### src/rtl/port_output_arbiter_if.sv
// Handshake bundle between N upstream FIFO outputs, the round-robin arbiter and one downstream sink.
// master = environment driving valids/data/ready-out, slave = the arbiter.
interface port_output_arbiter_if #(
    parameter int DATA_WIDTH = 64,
    parameter int NUM_INPUTS = 4
);
    localparam int IDX_WIDTH = $clog2(NUM_INPUTS);

    logic [NUM_INPUTS-1:0] i__data_in_valid;
    logic [DATA_WIDTH-1:0] i__data_in [NUM_INPUTS];
    logic [NUM_INPUTS-1:0] o__data_in_ready;
    logic                  o__data_out_valid;
    logic [DATA_WIDTH-1:0] o__data_out;
    logic                  i__data_out_ready;
    logic [IDX_WIDTH-1:0]  o__grant_idx;
    logic                  i__clear_all;

    modport master (
        output i__data_in_valid,
        output i__data_in,
        input  o__data_in_ready,
        input  o__data_out_valid,
        input  o__data_out,
        output i__data_out_ready,
        input  o__grant_idx,
        output i__clear_all
    );

    modport slave (
        input  i__data_in_valid,
        input  i__data_in,
        output o__data_in_ready,
        output o__data_out_valid,
        output o__data_out,
        input  i__data_out_ready,
        output o__grant_idx,
        input  i__clear_all
    );
endinterface

### src/rtl/port_output_arbiter.sv
// Round-robin arbiter of NUM_INPUTS FIFO outputs into a one-entry output register.
// Latency 1 cycle input to output; downstream stall holds the register and drops all input readies.
module port_output_arbiter #(
    parameter int DATA_WIDTH = 64,
    parameter int NUM_INPUTS = 4
) (
    input logic                  clk,
    input logic                  reset,
    port_output_arbiter_if.slave bus
);
    localparam int IDX_WIDTH = $clog2(NUM_INPUTS);
    localparam logic [IDX_WIDTH-1:0] LAST_IDX = IDX_WIDTH'(NUM_INPUTS - 1);

    logic [IDX_WIDTH-1:0]  r__last_grant;
    logic [IDX_WIDTH-1:0]  r__grant_idx;
    logic                  r__out_valid;
    logic [DATA_WIDTH-1:0] r__out_data;

    logic [IDX_WIDTH-1:0]  cand_idx;
    logic [IDX_WIDTH-1:0]  sel_idx;
    logic                  sel_found;
    logic                  slot_free;
    logic                  in_xfer;
    logic [NUM_INPUTS-1:0] in_ready;

    // Search starts one past the last winner so every requester is reached within NUM_INPUTS grants.
    always_comb begin
        sel_found = 1'b0;
        sel_idx   = '0;
        cand_idx  = '0;
        for (int j = 1; j <= NUM_INPUTS; j++) begin
            cand_idx = IDX_WIDTH'((int'(r__last_grant) + j) % NUM_INPUTS);
            if (!sel_found && bus.i__data_in_valid[cand_idx]) begin
                sel_found = 1'b1;
                sel_idx   = cand_idx;
            end
        end
    end

    assign slot_free = !r__out_valid || bus.i__data_out_ready;

    always_comb begin
        in_ready = '0;
        if (sel_found && slot_free && !bus.i__clear_all && !reset) begin
            in_ready[sel_idx] = 1'b1;
        end
    end

    assign in_xfer = |in_ready;

    always_ff @(posedge clk) begin
        if (reset) begin
            r__out_valid  <= 1'b0;
            r__grant_idx  <= '0;
            r__last_grant <= LAST_IDX;
        end else if (bus.i__clear_all) begin
            r__out_valid  <= 1'b0;
            r__last_grant <= LAST_IDX;
        end else if (slot_free) begin
            r__out_valid <= in_xfer;
            if (in_xfer) begin
                r__grant_idx  <= sel_idx;
                r__last_grant <= sel_idx;
            end
        end
    end

    // Data path is qualified by r__out_valid, so it carries no reset.
    always_ff @(posedge clk) begin
        if (in_xfer) begin
            r__out_data <= bus.i__data_in[sel_idx];
        end
    end

    assign bus.o__data_in_ready  = in_ready;
    assign bus.o__data_out_valid = r__out_valid;
    assign bus.o__data_out       = r__out_data;
    assign bus.o__grant_idx      = r__grant_idx;
endmodule

### src/flat_wrapper.sv
// flat-port wrapper written by rule: the top's interface ports become plain ports
module port_output_arbiter_flat 
#(
    parameter int DATA_WIDTH = 64,
    parameter int NUM_INPUTS = 4
)
  (clk, reset, bus_i__data_in_valid, bus_i__data_in, bus_o__data_in_ready, bus_o__data_out_valid, bus_o__data_out, bus_i__data_out_ready, bus_o__grant_idx, bus_i__clear_all);
  port_output_arbiter_if #(.DATA_WIDTH(DATA_WIDTH), .NUM_INPUTS(NUM_INPUTS)) bus_i ();
  input logic clk;
  input logic reset;
  input wire logic [$bits(bus_i.i__data_in_valid)-1:0] bus_i__data_in_valid;
  input wire logic [$bits(bus_i.i__data_in)-1:0] bus_i__data_in;
  output wire logic [$bits(bus_i.o__data_in_ready)-1:0] bus_o__data_in_ready;
  output wire logic [$bits(bus_i.o__data_out_valid)-1:0] bus_o__data_out_valid;
  output wire logic [$bits(bus_i.o__data_out)-1:0] bus_o__data_out;
  input wire logic [$bits(bus_i.i__data_out_ready)-1:0] bus_i__data_out_ready;
  output wire logic [$bits(bus_i.o__grant_idx)-1:0] bus_o__grant_idx;
  input wire logic [$bits(bus_i.i__clear_all)-1:0] bus_i__clear_all;
  assign bus_i.i__data_in_valid = bus_i__data_in_valid;
  assign bus_i.i__data_in = {>>{bus_i__data_in}};
  assign bus_o__data_in_ready = bus_i.o__data_in_ready;
  assign bus_o__data_out_valid = bus_i.o__data_out_valid;
  assign bus_o__data_out = bus_i.o__data_out;
  assign bus_i.i__data_out_ready = bus_i__data_out_ready;
  assign bus_o__grant_idx = bus_i.o__grant_idx;
  assign bus_i.i__clear_all = bus_i__clear_all;
  port_output_arbiter #(.DATA_WIDTH(DATA_WIDTH), .NUM_INPUTS(NUM_INPUTS)) u_core (.clk(clk), .reset(reset), .bus(bus_i));
endmodule
### config.mk
export PLATFORM = sky130hd
export DESIGN_NAME = port_output_arbiter_flat
export DESIGN_NICKNAME = d
export VERILOG_FILES = /design/src/rtl/port_output_arbiter_if.sv /design/src/rtl/port_output_arbiter.sv /design/src/flat_wrapper.sv
export SDC_FILE = /design/constraint.sdc
export NUM_CORES = 1
export LEC_CHECK = 0
export CORE_AREA = 4 4 128 130
export CTS_CLUSTER_SIZE = 25
export DETAILED_ROUTE_END_ITERATION = 12
export DIE_AREA = 0 0 132 134
export GPL_TIMING_DRIVEN = 1
export PLACE_DENSITY = 0.7
export RECOVER_POWER = 25
export SKIP_CTS_REPAIR_TIMING = 1
export SKIP_LAST_GASP = 1
export SLEW_MARGIN = 10
export SYNTH_ARGS = -nofsm -noshare
export SYNTH_HDL_FRONTEND = slang
export SYNTH_SLANG_ARGS = --single-unit
### constraint.sdc
create_clock -name clk -period 11.85 [get_ports clk]
set_input_delay 2.37 -clock clk [delete_from_list [all_inputs] [get_ports clk]]
set_output_delay 2.37 -clock clk [all_outputs]
set_load 0.02 [all_outputs]
Word-level counts from Yosys, hierarchy flattened
Cells that the tools add are included.

Flip-flop bits (word level): 69. Latch bits: 0. Bits in writable memories: 0. ROM bits: 0. Logic and storage cells: 57. Memories kept: 0.

$add $sub $neg: 4. Multipliers: 0. Div/mod/pow operators: 0. $lt $le $gt $ge: 7. Equality and inequality tests: 0. Shift-type cells: 0. Multiplexer cells: 22. Bitwise operators: 2. Reduce and logical (&&, ||, !) cells: 18.

Operators with widths (count): 64-bit binary-select mux with 2-bit select (1); 64-bit 2-to-1 mux (2); 2-bit by 3-bit < comparator with 1-bit output, second input constant (5); 1-bit 2-to-1 mux (9); 1-bit binary-select mux with 2-bit select (4); 2-bit 2-to-1 mux (4); 1-bit logical AND (7); 1-bit logical NOT (6); 2-bit by 1-bit adder with 2-bit output, second input constant (2); 2-bit adder, second input constant (2); 4-bit 2-to-1 mux (1); 4-bit OR reduction (1); 3-bit >= comparator, second input constant (1); 2-bit inverter with 3-bit output (1); 3-bit AND reduction (1); 1-bit demux with 2-bit select (1); 2-bit by 1-bit >= comparator with 1-bit output, second input constant (1); 2-bit AND reduction (1); 2-bit OR reduction (1); 1-bit logical OR (1); 1-bit inverter (1).

Logic depth before layout (Yosys ltp)
Gate-level depths: netlist (run 1).

Depth in word-level cells: 20. Mapped depth: 8. Gate-level depth less buffers: 4.

Worst setup path before layout (run 1)
Ideal clock, no wire load.

Path kind: input to output. Start point: input port bus_i__data_out_ready. End point: output port bus_o__data_in_ready[2]. Arrival: 5.430 ns. Data required time: 9.480 ns. Slack: 4.050 ns. Stages: 4. Path buffers: 0. Path through: nand2b_1 > nor4b_4 > nand2_1 > nor2_1.

Longest elaborated chain between the ends: 5.

Ends and longest elaborated chain: from (decl) (line flat_wrapper.sv:16) `input wire logic [$bits(bus_i.i__data_out_ready)-1:0] bus_i__data_out_ready;`; 1-bit logical OR (line port_output_arbiter.sv:40) `assign slot_free = !r__out_valid || bus.i__data_out_ready;`; 1-bit logical AND (3 in series) (line port_output_arbiter.sv:44) `if (sel_found && slot_free && !bus.i__clear_all && !reset) begin`; 4-bit 2-to-1 mux (line port_output_arbiter.sv:44); to (decl) (line flat_wrapper.sv:13) `output wire logic [$bits(bus_i.o__data_in_ready)-1:0] bus_o__data_in_ready;`.

Every way passes these cells.

Worst setup path after layout (run 1)
Start point: input port bus_i__data_in_valid[0]. End point: output port bus_o__data_in_ready[1].

Longest elaborated chain between the ends: 17. Elaborated cells between the ends (all ways): 31.

Ends and longest elaborated chain: from (decl) (line flat_wrapper.sv:11) `input wire logic [$bits(bus_i.i__data_in_valid)-1:0] bus_i__data_in_valid;`; 1-bit binary-select mux with 2-bit select (line port_output_arbiter.sv:33) `if (!sel_found && bus.i__data_in_valid[cand_idx]) begin`; 1-bit 2-to-1 mux (not written as such) (line port_output_arbiter.sv:33); 1-bit 2-to-1 mux (line port_output_arbiter.sv:33); 1-bit logical NOT (line port_output_arbiter.sv:33); 1-bit logical AND (line port_output_arbiter.sv:33); 1-bit 2-to-1 mux (line port_output_arbiter.sv:33); 1-bit logical NOT (line port_output_arbiter.sv:33); 1-bit logical AND (line port_output_arbiter.sv:33); 1-bit 2-to-1 mux (line port_output_arbiter.sv:33); 1-bit logical NOT (line port_output_arbiter.sv:33); 1-bit logical AND (line port_output_arbiter.sv:33); 2-bit 2-to-1 mux (line port_output_arbiter.sv:33); 2-bit by 3-bit < comparator with 1-bit output (not written as such) / 2-bit by 1-bit >= comparator with 1-bit output (equally long branches) (line port_output_arbiter.sv:45) `in_ready[sel_idx] = 1'b1;`; 1-bit logical AND (not written as such) (line port_output_arbiter.sv:45); 1-bit 2-to-1 mux (not written as such) (line port_output_arbiter.sv:45); 1-bit demux with 2-bit select; 4-bit 2-to-1 mux (*) (line port_output_arbiter.sv:44).

Mark *: on every way between the ends. The rest lies on a longest branch, timed or not. The select of a mux whose other input is x is not followed.

==> metrics.txt, run 1 <==
# TYPE chip_impl_metric gauge
chip_impl_metric{name="clock_power_share",unit="%"} 28.4
chip_impl_metric{name="synth_cell_type_count",unit=""} 23
chip_impl_info{name="min-delay-path-class",value="reg -> reg"} 1
chip_impl_metric{name="die_height",unit="µm"} 134
chip_impl_metric{name="ys_seq_elements",unit=""} 69
chip_impl_metric{name="power.share.combinational",unit="%"} 34.7
chip_impl_metric{name="power.leakage",unit="µW"} 0.00318
chip_impl_metric{name="via_per_inst",unit=""} 4.56
chip_impl_info{name="root_buffer",value="clkbuf_16"} 1
chip_impl_metric{name="grt_start_max_net_pins",unit=""} 70
chip_impl_metric{name="timing_worst_slew_pin_value",unit="ns"} 1.08
chip_impl_metric{name="total_switching_power",unit="µW"} 213
chip_impl_metric{name="place.detailed.hpwl",unit="µm"} 12300
chip_impl_metric{name="grt_remaining_overflow",unit=""} 0
chip_impl_metric{name="nNetsFinal",unit=""} 904
chip_impl_metric{name="cp_data_required_time",unit="ns"} 9.48
chip_impl_metric{name="layout_cell_share_with_drive_strength_beyond_1",unit="%"} 3.11
chip_impl_info{name="cp-start-kind",value="input port"} 1
chip_impl_metric{name="cp_num_buf_inv",unit=""} 3
chip_impl_metric{name="drc_violations",unit=""} 0
chip_impl_metric{name="mapped_cell_area",unit="mm²"} 0.00438
chip_impl_metric{name="wire_per_inst",unit="µm"} 17.7
chip_impl_metric{name="number_of_global_route_vias_before_repair",unit=""} 4296
chip_impl_metric{name="syn_avg_cell_area",unit="µm²"} 14.0
chip_impl_metric{name="fin_total_pwr",unit="µW"} 811
chip_impl_metric{name="share_seq_of_total_power",unit="%"} 36.8
chip_impl_info{name="timing_worst_setup_path_type",value="in -> out"} 1
chip_impl_metric{name="drt_first_iter_violations",unit=""} 108
chip_impl_info{name="outcome",value="complete, no violations"} 1
chip_impl_metric{name="first_pass_grt_wire_length",unit="µm"} 22500
chip_impl_metric{name="internal_pwr_total",unit="µW"} 598
chip_impl_metric{name="drt-pass1-iter-count",unit=""} 4
chip_impl_metric{name="report.final.hold_viol_count",unit=""} 0
chip_impl_metric{name="max-clock-path-buffers",unit=""} 2
chip_impl_metric{name="arrival_time_reported_for_the_critical_path_endpoint",unit="ns"} 4.83
chip_impl_info{name="mostFrequentLayoutCell",value="clkdlybuf4s50_1"} 1
chip_impl_metric{name="postPlaceCellArea",unit="mm²"} 0.00779
chip_impl_metric{name="yosysSeqAreaShare",unit="%"} 46.1
chip_impl_info{name="grt_setup_unrepaired",value="false"} 1
chip_impl_metric{name="groute.usage.overall",unit="%"} 16.2
chip_impl_metric{name="crit_path_max_incr_delay",unit="ns"} 0.61
chip_impl_metric{name="synth_cells",unit=""} 313
chip_impl_metric{name="clkSinkCount",unit=""} 69
chip_impl_metric{name="area.growth.synth_to_final",unit="%"} 83.4
chip_impl_info{name="layout_common_cells",value="clkdlybuf4s50_1 (283), mux2i_1 (193), edfxtp_1 (64)"} 1
chip_impl_metric{name="timing.final.setup_violations",unit=""} 0
chip_impl_metric{name="core_area",unit="mm²"} 0.0151
chip_impl_metric{name="htreeDepth",unit=""} 3
chip_impl_metric{name="initial_antenna_violation_count",unit=""} 0
chip_impl_metric{name="worst-path-max-fanout",unit=""} 32
chip_impl_metric{name="wl",unit="µm"} 14700
chip_impl_metric{name="cts-buffers-inserted",unit=""} 9
chip_impl_metric{name="std_cell_rows",unit=""} 45
chip_impl_metric{name="floorplan.initialDensity",unit="%"} 28.9
chip_impl_metric{name="worst_hold_slack",unit="ns"} 0.483
chip_impl_metric{name="maximum_vdd_ir_drop",unit="mV"} 0.0552
chip_impl_metric{name="switching_share",unit="%"} 26.3
chip_impl_info{name="critical_path.cell_chain",value="dlygate4sd3_1, nor4_1, nor4b_4, buf_4, nand2b_1, nor2_1, clkdlybuf4s50_1"} 1
chip_impl_metric{name="dieWidth",unit="µm"} 132
chip_impl_metric{name="max-slew-margin-rel",unit="%"} 27.8
chip_impl_metric{name="synth-warning-count",unit=""} 0
chip_impl_metric{name="fin_tns_setup",unit="ns"} 0
chip_impl_info{name="critPathSlowestCell",value="nor4_1"} 1
chip_impl_info{name="worst_path_dominant_cell_family",value="buffers and inverters"} 1
chip_impl_metric{name="synthesis.nets",unit=""} 577
chip_impl_metric{name="finalWorstPathRequiredPeriod",unit="ns"} 7.20
chip_impl_metric{name="final.period_utilization",unit="%"} 60.7
chip_impl_metric{name="diodes",unit=""} 0
chip_impl_metric{name="slew_viol_final",unit=""} 0
chip_impl_metric{name="final_area",unit="mm²"} 0.00804
chip_impl_metric{name="fmax",unit="MHz"} 139
chip_impl_metric{name="vias",unit=""} 3796
chip_impl_metric{name="cts.reportedPaths.clkPinSlew",unit="ns"} 0.05
chip_impl_metric{name="die_area",unit="mm²"} 0.0177
chip_impl_metric{name="power_per_cell_area",unit="mW/mm²"} 101
chip_impl_metric{name="io_buffers",unit=""} 334
chip_impl_info{name="setup.worst_path.end_class",value="output pin"} 1
chip_impl_info{name="tritoncts_clock_tree",value="yes"} 1
chip_impl_metric{name="final_antenna_net_count",unit=""} 0
chip_impl_metric{name="clock_latency",unit="ns"} 0.32
chip_impl_metric{name="fin_skew",unit="ns"} 0.00423
chip_impl_metric{name="maxCapViolations",unit=""} 0
chip_impl_metric{name="place_congestion",unit=""} 0.794
chip_impl_metric{name="ioPinCount",unit=""} 335
## area by class of cell
class / count / area [µm²]
Fill cell: 1322 / 7110
Timing Repair Buffer: 339 / 3380
Multi-Input combinational cell: 221 / 2150
Sequential cell: 69 / 2020
Clock buffer: 12 / 236
Tap cell: 188 / 235
Clock inverter: 3 / 13.8
## metal layers
| layer | global-route usage [%] | wire (µm) | vias up |
|---|---|---|---|
| li1 | - | - | 1880 |
| met1 | 16.1 | 5170 | 1718 |
| met2 | 31.0 | 8010 | 178 |
| met3 | 6.04 | 1240 | 20 |
| met4 | 5.13 | 304 | 0 |
| met5 | 0 | 0 | - |
## flip-flops by register name, summed over array words and instances (netlist names)
signal                        cells
u_core.bus.o__data_out_valid      1
u_core.bus.o__data_out           64
u_core.bus.o__grant_idx           2
u_core.r__last_grant              2
## through the flow
step	worst slack, ns	std cells	utilization [%]
3_5_place_dp	4.71	817	51.4
4_1_cts	4.70	832	53.1
5_1_grt	4.50	832	53.1
2_1_floorplan	4.05	313	-
3_3_place_gp	4.72	817	51.4
6_report	4.65	832	53.1
## synthesized netlist by cell type, drive strengths merged
| cell | count | area share (%) |
|---|---|---|
| a211oi | 2 | 0.46 |
| nor4 | 2 | 0.29 |
| nand2b | 6 | 0.86 |
| dfxtp | 5 | 2.3 |
| or2 | 1 | 0.14 |
| nor4b | 1 | 0.54 |
| nand3b | 1 | 0.17 |
| nor2 | 6 | 0.51 |
| buf | 23 | 5.0 |
| edfxtp | 64 | 44 |
| a21oi | 2 | 0.23 |
| a21o | 1 | 0.17 |
| a21boi | 1 | 0.17 |
| o221a | 1 | 0.26 |
| nand2 | 1 | 0.086 |
| o41a | 1 | 0.26 |
| o221ai | 1 | 0.20 |
| mux2i | 193 | 44 |
| a31oi | 1 | 0.49 |
## tightest hold or removal path: stages (launching register included)
cell      delay [ns]
dfxtp_1         0.31
nand2b_1        0.07
a21oi_1         0.06
## path summary, 6_finish.rpt
check / from / to / slack [ns] / cells past startpoint
max: bus_i__data_in_valid[0] / bus_o__data_in_ready[1] / 4.65 / 7
min reg2reg: u_core.bus.o__grant_idx[1]$_SDFFE_PP0P_ / u_core.bus.o__grant_idx[1]$_SDFFE_PP0P_ / 0.48 / 2
max reg2reg: u_core.r__last_grant[1]$_SDFFE_PP1P_ / u_core.bus.o__data_out[58]$_DFFE_PN_ / 9.24 / 5
min: u_core.bus.o__grant_idx[1]$_SDFFE_PP0P_ / u_core.bus.o__grant_idx[1]$_SDFFE_PP0P_ / 0.48 / 2
## cells by family (layout without fill, tap and decap cells)
group,count (synthesis),count (layout),synth area share (%)
muxes,193,193,44.1
DFF,69,69,46.1
buffers and inverters,23,354,4.97
and+or+nand+nor,18,18,2.60
AOI/OAI and AO/OA,10,10,2.23
## power groups by stage
stage          Clock (µW)  Sequential [µW]  Combinational, µW
2_1_floorplan           0              324                135
3_3_place_gp            0              304                286
3_5_place_dp            0              305                290
4_1_cts               237              300                291
5_1_grt               249              301                303
6_report              231              299                281
(Power assumes the default switching activity.)
==> run 2, diff against run 1 <==
--- a/config.mk
+++ b/config.mk
@@ -5,12 +5,12 @@
 export SDC_FILE = /design/constraint.sdc
 export NUM_CORES = 1
 export LEC_CHECK = 0
-export CORE_AREA = 4 4 128 130
+export CORE_AREA = 4 4 130 132
 export CTS_CLUSTER_SIZE = 25
 export DETAILED_ROUTE_END_ITERATION = 12
-export DIE_AREA = 0 0 132 134
+export DIE_AREA = 0 0 134 136
 export GPL_TIMING_DRIVEN = 1
-export PLACE_DENSITY = 0.7
+export PLACE_DENSITY = 0.69
 export RECOVER_POWER = 25
 export SKIP_CTS_REPAIR_TIMING = 1
 export SKIP_LAST_GASP = 1
==> constraint.sdc (replaced) <==
create_clock -name clk -period 7.19 [get_ports clk]
set_input_delay 1.438 -clock clk [delete_from_list [all_inputs] [get_ports clk]]
set_output_delay 1.438 -clock clk [all_outputs]
set_load 0.02 [all_outputs]
==> run 2 against run 1 <==
Count of clock-buffer cells in the layout down 3. First-iteration DRC count down 44%. Sequential share of layout area fell by 0.16 points. Global-route usage decreased by 1.3 points. Clock skew rose by 0.0034 ns. Largest cell class unchanged. Highest routed layer unchanged.
==> metrics.txt, run 2 (synthesized netlist as in run 1, its figures left out) <==
# TYPE chip_impl_metric gauge
chip_impl_info{name="outcome",value="complete, no violations"} 1
chip_impl_metric{name="vias",unit=""} 3794
chip_impl_metric{name="wire_per_inst",unit="µm"} 16.6
chip_impl_metric{name="first_pass_grt_wire_length",unit="µm"} 21200
chip_impl_info{name="worst_path_dominant_cell_family",value="buffers and inverters"} 1
chip_impl_metric{name="via_per_inst",unit=""} 4.41
chip_impl_metric{name="layout_cell_share_with_drive_strength_beyond_1",unit="%"} 3.72
chip_impl_metric{name="share_seq_of_total_power",unit="%"} 36.5
chip_impl_metric{name="internal_pwr_total",unit="µW"} 986
chip_impl_metric{name="fin_skew",unit="ns"} 0.00768
chip_impl_metric{name="cp_data_required_time",unit="ns"} 5.75
chip_impl_metric{name="groute.layer.met1.usage",unit="%"} 14.5
chip_impl_metric{name="fmax",unit="MHz"} 187
chip_impl_metric{name="timing_worst_slew_pin_value",unit="ns"} 1.08
chip_impl_metric{name="worst_hold_slack",unit="ns"} 0.481
chip_impl_metric{name="power.leakage",unit="µW"} 0.00318
chip_impl_metric{name="wl",unit="µm"} 14300
chip_impl_info{name="critPathSlowestCell",value="nor4_1"} 1
chip_impl_metric{name="drt-pass1-iter-count",unit=""} 3
chip_impl_metric{name="final_antenna_net_count",unit=""} 0
chip_impl_metric{name="max-clock-path-buffers",unit=""} 2
chip_impl_metric{name="number_of_global_route_vias_before_repair",unit=""} 4116
chip_impl_metric{name="maximum_vdd_ir_drop",unit="mV"} 0.100
chip_impl_metric{name="slew_viol_final",unit=""} 0
chip_impl_metric{name="power.share.combinational",unit="%"} 34.5
chip_impl_metric{name="std_cell_rows",unit=""} 46
chip_impl_metric{name="drc_violations",unit=""} 0
chip_impl_metric{name="switching_share",unit="%"} 26.8
chip_impl_info{name="critical_path.cell_chain",value="dlygate4sd3_1, nor4_1, nor4b_4, buf_4, nand2b_1, nor2_1, clkdlybuf4s50_1"} 1
chip_impl_metric{name="dieWidth",unit="µm"} 134
chip_impl_info{name="min-delay-path-class",value="reg -> reg"} 1
chip_impl_info{name="root_buffer",value="clkbuf_16"} 1
chip_impl_info{name="layout_common_cells",value="clkdlybuf4s50_1 (283), mux2i_1 (193), edfxtp_1 (64)"} 1
chip_impl_metric{name="clkSinkCount",unit=""} 69
chip_impl_metric{name="crit_path_max_incr_delay",unit="ns"} 0.70
chip_impl_metric{name="floorplan.initialDensity",unit="%"} 27.9
chip_impl_info{name="tritoncts_clock_tree",value="yes"} 1
chip_impl_metric{name="fin_tns_setup",unit="ns"} 0
chip_impl_metric{name="total_switching_power",unit="µW"} 361
chip_impl_metric{name="die_height",unit="µm"} 136
chip_impl_metric{name="area.growth.synth_to_final",unit="%"} 84.6
chip_impl_metric{name="nNetsFinal",unit=""} 904
chip_impl_metric{name="worst-path-max-fanout",unit=""} 29
chip_impl_metric{name="ioPinCount",unit=""} 335
chip_impl_metric{name="drt_first_iter_violations",unit=""} 61
chip_impl_metric{name="diodes",unit=""} 0
chip_impl_metric{name="core_area",unit="mm²"} 0.0157
chip_impl_metric{name="cp_num_buf_inv",unit=""} 3
chip_impl_metric{name="arrival_time_reported_for_the_critical_path_endpoint",unit="ns"} 3.91
chip_impl_metric{name="die_area",unit="mm²"} 0.0182
chip_impl_metric{name="place_congestion",unit=""} 0.797
chip_impl_metric{name="htreeDepth",unit=""} 3
chip_impl_info{name="grt.busiest_layer",value="met2"} 1
chip_impl_info{name="setup.worst_path.end_class",value="output pin"} 1
chip_impl_metric{name="report.final.hold_viol_count",unit=""} 0
chip_impl_metric{name="initial_antenna_violation_count",unit=""} 0
chip_impl_metric{name="final.period_utilization",unit="%"} 74.4
chip_impl_metric{name="clock_power_share",unit="%"} 29.0
chip_impl_metric{name="grt_start_max_net_pins",unit=""} 69
chip_impl_info{name="grt_setup_unrepaired",value="false"} 1
chip_impl_metric{name="cts-buffers-inserted",unit=""} 9
chip_impl_metric{name="largest_register_ff_count",unit=""} 64
chip_impl_metric{name="grt_remaining_overflow",unit=""} 0
chip_impl_metric{name="grt.met2_usage",unit="%"} 29.2
chip_impl_metric{name="max-slew-margin-rel",unit="%"} 28.0
chip_impl_metric{name="power_per_cell_area",unit="mW/mm²"} 166
chip_impl_metric{name="groute.usage.overall",unit="%"} 14.8
chip_impl_metric{name="cts.reportedPaths.clkPinSlew",unit="ns"} 0.06
chip_impl_metric{name="maxCapViolations",unit=""} 0
chip_impl_metric{name="place.detailed.hpwl",unit="µm"} 12100
chip_impl_metric{name="grt_use_met3",unit="%"} 5.33
chip_impl_metric{name="timing.final.setup_violations",unit=""} 0
chip_impl_metric{name="finalWorstPathRequiredPeriod",unit="ns"} 5.35
chip_impl_info{name="mostFrequentLayoutCell",value="clkdlybuf4s50_1"} 1
chip_impl_metric{name="io_buffers",unit=""} 334
chip_impl_metric{name="clock_latency",unit="ns"} 0.32
chip_impl_metric{name="finalCoreUtilization",unit="%"} 51.5
chip_impl_info{name="cp-start-kind",value="input port"} 1
chip_impl_info{name="timing_worst_setup_path_type",value="in -> out"} 1
run 2: changes by cell type in the layout (fill, tap and decap cells not counted), sizes merged:
cell,delta
clkinvlp,+2
clkinv,+2
clkbuf,-3
run 2: power by group through the flow:
stage	Combinational, µW	Sequential [µW]	Clock [µW]
4_1_cts	480	493	406
2_1_floorplan	223	534	0
5_1_grt	500	494	428
6_report	464	492	391
3_5_place_dp	479	501	0
3_3_place_gp	472	500	0
run 2: stage by stage:
step	total power, µW	setup slack [ns]	cell area (µm²)	instances
after CTS	1380	1.90	8090	861
after floorplan	757	1.25	4380	313
final	1350	1.84	8090	861
after global routing	1420	1.66	8090	861
after global placement	972	1.96	7830	845
after detailed placement	981	1.91	7830	845
run 2: layer usage:
layer,vias to the layer above,part of all wire (%)
li1,1868,-
met1,1740,34
met2,171,56
met3,15,8.9
met4,0,1.3
met5,-,0
run 2: final timing paths:
check                                                              from                                 endpoint  slack (ns)  cells after the start
worst max-delay path                            bus_i__data_in_valid[1]                  bus_o__data_in_ready[1]        1.84                      7
worst min register to register  u_core.bus.o__grant_idx[1]$_SDFFE_PP0P_  u_core.bus.o__grant_idx[1]$_SDFFE_PP0P_        0.48                      2
worst min-delay path            u_core.bus.o__grant_idx[1]$_SDFFE_PP0P_  u_core.bus.o__grant_idx[1]$_SDFFE_PP0P_        0.48                      2
worst max register to register     u_core.r__last_grant[1]$_SDFFE_PP1P_     u_core.bus.o__data_out[59]$_DFFE_PN_        3.74                      6
run 2: tightest hold or removal path: stages (launching register included):
cell and delay, ns:
dfxtp_1 0.31, nand2b_1 0.06, a21oi_1 0.06
run 2: cell type report:
cell class	instances	area, µm²
well taps	216	270
repair buffers	339	3380
multi-input cells	221	2150
flip-flops and latches	69	2020
clock buffers	9	225
clock inverters	7	42.5
fillers	1391	7620
==> run 3, diff against run 2 <==
==> constraint.sdc (replaced) <==
create_clock -name clk -period 5.2 [get_ports clk]
set_input_delay 1.04 -clock clk [delete_from_list [all_inputs] [get_ports clk]]
set_output_delay 1.04 -clock clk [all_outputs]
set_load 0.02 [all_outputs]
==> run 3 against run 2 <==
Sequential power rose by 38%. First-iteration DRC count rose by 48%. Final cell count is 0.12% higher. Via count rose by 1.7%. Utilization rose by 0.33 points. Non-clock buffer count stayed put. Register-to-register slack got worse by 1.2 ns. Combinational power up 39%. Power rose by 44%. Flip-flop and latch count did not move. Routed wire length increased by 3.2%.
==> metrics.txt, run 3 (synthesized netlist as in run 1, its figures left out) <==
# TYPE chip_impl_metric gauge
chip_impl_metric{name="fin_total_pwr",unit="µW"} 1940
chip_impl_metric{name="drt-pass1-iter-count",unit=""} 4
chip_impl_metric{name="maxCapViolations",unit=""} 0
chip_impl_metric{name="core_area",unit="mm²"} 0.0157
chip_impl_metric{name="die_height",unit="µm"} 136
chip_impl_metric{name="maximum_vdd_ir_drop",unit="mV"} 0.157
chip_impl_info{name="root_buffer",value="clkbuf_16"} 1
chip_impl_metric{name="final.period_utilization",unit="%"} 85.7
chip_impl_metric{name="drc_violations",unit=""} 0
chip_impl_metric{name="via_per_inst",unit=""} 4.48
chip_impl_metric{name="ioPinCount",unit=""} 335
chip_impl_metric{name="die_area",unit="mm²"} 0.0182
chip_impl_metric{name="io_buffers",unit=""} 334
chip_impl_metric{name="arrival_time_reported_for_the_critical_path_endpoint",unit="ns"} 3.42
chip_impl_metric{name="clock_latency",unit="ns"} 0.33
chip_impl_metric{name="final_antenna_net_count",unit=""} 0
chip_impl_info{name="worst_hold_path.endpoint",value="u_core.bus.o__grant_idx[1]$_SDFFE_PP0P_"} 1
chip_impl_info{name="critical_path.cell_chain",value="dlygate4sd3_1, nor4_1, nor4b_4, buf_4, nand2b_1, nor2_1, clkdlybuf4s50_1"} 1
chip_impl_metric{name="place_congestion",unit=""} 0.773
chip_impl_metric{name="cp_num_buf_inv",unit=""} 3
chip_impl_info{name="mostFrequentLayoutCell",value="clkdlybuf4s50_1"} 1
chip_impl_metric{name="vias",unit=""} 3858
chip_impl_metric{name="sequential_cell_area_in_the_final_layout",unit="mm²"} 0.00202
chip_impl_metric{name="post_layout_nonfiller_instances",unit=""} 862
chip_impl_info{name="cp-start-kind",value="input port"} 1
chip_impl_metric{name="place.detailed.instances",unit=""} 845
chip_impl_metric{name="finalWorstPathRequiredPeriod",unit="ns"} 4.46
chip_impl_metric{name="fin_tns_setup",unit="ns"} 0
chip_impl_metric{name="worst-path-max-fanout",unit=""} 29
chip_impl_metric{name="max-clock-path-buffers",unit=""} 2
chip_impl_metric{name="crit_path_max_incr_delay",unit="ns"} 0.61
chip_impl_metric{name="cts.reportedPaths.clkPinSlew",unit="ns"} 0.05
chip_impl_info{name="min-delay-path-class",value="reg -> reg"} 1
chip_impl_metric{name="final_area",unit="mm²"} 0.00815
chip_impl_metric{name="wl",unit="µm"} 14800
chip_impl_metric{name="place.detailed.hpwl",unit="µm"} 12300
chip_impl_metric{name="length_in_cells_of_the_worst_reg_to_reg_path",unit=""} 6
chip_impl_metric{name="final.fill_count",unit=""} 1392
chip_impl_metric{name="fmax",unit="MHz"} 224
chip_impl_info{name="outcome",value="complete, no violations"} 1
chip_impl_metric{name="worst_hold_path.num_cells",unit=""} 2
chip_impl_metric{name="std_cell_rows",unit=""} 46
chip_impl_metric{name="area.growth.synth_to_final",unit="%"} 85.8
chip_impl_metric{name="max-slew-margin-rel",unit="%"} 41.9
chip_impl_info{name="grt_setup_unrepaired",value="false"} 1
chip_impl_metric{name="power_per_cell_area",unit="mW/mm²"} 238
chip_impl_metric{name="timing_worst_slew_pin_value",unit="ns"} 0.872
chip_impl_metric{name="initial_antenna_violation_count",unit=""} 1
chip_impl_metric{name="power.leakage",unit="µW"} 0.00320
chip_impl_metric{name="report.final.hold_viol_count",unit=""} 0
chip_impl_info{name="rr_startpoint",value="u_core.r__last_grant[1]$_SDFFE_PP1P_"} 1
chip_impl_metric{name="groute.usage.overall",unit="%"} 15.4
chip_impl_metric{name="timing.final.setup_violations",unit=""} 0
chip_impl_metric{name="floorplan.initialDensity",unit="%"} 27.9
chip_impl_info{name="critPathSlowestCell",value="dlygate4sd3_1"} 1
chip_impl_metric{name="regToRegSetupSlack",unit="ns"} 2.52
chip_impl_metric{name="slew_viol_final",unit=""} 0
chip_impl_metric{name="first_pass_grt_wire_length",unit="µm"} 21900
chip_impl_info{name="setup.worst_path.end_class",value="output pin"} 1
chip_impl_metric{name="clkSinkCount",unit=""} 69
chip_impl_metric{name="number_of_global_route_vias_before_repair",unit=""} 4374
chip_impl_metric{name="cp_data_required_time",unit="ns"} 4.16
chip_impl_info{name="layout_common_cells",value="clkdlybuf4s50_1 (283), mux2i_1 (193), edfxtp_1 (64)"} 1
chip_impl_metric{name="multi_input_comb_area",unit="mm²"} 0.00215
chip_impl_metric{name="layout_cell_share_with_drive_strength_beyond_1",unit="%"} 3.57
chip_impl_info{name="hold_path_startpoint",value="u_core.bus.o__grant_idx[1]$_SDFFE_PP0P_"} 1
chip_impl_metric{name="grt_remaining_overflow",unit=""} 0
chip_impl_info{name="timing_worst_setup_path_type",value="in -> out"} 1
chip_impl_metric{name="grt_start_max_net_pins",unit=""} 129
chip_impl_metric{name="fin_skew",unit="ns"} 0.00599
chip_impl_info{name="tritoncts_clock_tree",value="yes"} 1
chip_impl_metric{name="dieWidth",unit="µm"} 134
chip_impl_metric{name="htreeDepth",unit=""} 3
chip_impl_info{name="worst_path_dominant_cell_family",value="buffers and inverters"} 1
chip_impl_metric{name="largest_register_ff_count",unit=""} 64
chip_impl_info{name="reg2reg_end",value="u_core.bus.o__data_out[38]$_DFFE_PN_"} 1
chip_impl_metric{name="postPlaceCellArea",unit="mm²"} 0.00784
chip_impl_metric{name="cts-buffers-inserted",unit=""} 9
chip_impl_metric{name="wire_per_inst",unit="µm"} 17.2
chip_impl_metric{name="drt_first_iter_violations",unit=""} 90
chip_impl_metric{name="nNetsFinal",unit=""} 904
-- run 3: layout make-up --
cell class	count	share of cell area [%]
Tap cell	216	3.32
Timing Repair Buffer	339	41.7
Multi-Input combinational cell	221	26.4
Clock buffer	13	3.20
Sequential cell	69	24.8
Clock inverter	3	0.553
Antenna cell	1	0.0307
-- run 3: worst max-delay path by stage --
stage	from	to	slack [ns]	depth (start not counted)
finish	bus_i__data_in_valid[0]	bus_o__data_in_ready[0]	0.74	7
CTS	bus_i__data_in_valid[0]	bus_o__data_in_ready[2]	0.83	7
detailed placement	bus_i__data_in_valid[0]	bus_o__data_in_ready[2]	0.84	7
floorplan	bus_i__data_out_ready	bus_o__data_in_ready[2]	0.06	4
global placement	bus_i__data_in_valid[0]	bus_o__data_in_ready[0]	0.87	7
global route	bus_i__data_in_valid[0]	bus_o__data_in_ready[2]	0.61	7
-- run 3: stage by stage --
| stage | hold slack [ns] | setup WS, ns | util, % |
|---|---|---|---|
| after global routing | 0.524 | 0.609 | 51.8 |
| after global placement | 0.466 | 0.866 | 49.9 |
| final | 0.491 | 0.744 | 51.8 |
| after detailed placement | 0.483 | 0.839 | 49.9 |
| after CTS | 0.494 | 0.829 | 51.8 |
| after floorplan | 0.502 | 0.0595 | - |
-- run 3: per-layer routing --
layer / GRT usage [%] / vias to the layer above / wire (µm) / share of wire, %
met3: 6.00 / 25 / 1380 / 9.4
met1: 15.0 / 1765 / 4930 / 33
met4: 6.23 / 0 / 420 / 2.8
met2: 29.2 / 188 / 8060 / 54
li1: - / 1880 / - / -
met5: 0 / - / 0 / 0
-- run 3: worst reg2reg max path: cells and delay by family, from the launching register on --
| family | cells | cell delay [ns] |
|---|---|---|
| flops | 1 | 0.39 |
| buf+inv | 2 | 1.03 |
| mux | 1 | 0.20 |
| simple gates | 1 | 0.19 |
| compound gates | 2 | 0.60 |
-- run 3: power by group --
group	total (µW)	internal, µW	switching (µW)
logic	644	377	267
clock network	614	398	216
registers	680	669	10.2
total	1940	1440	494
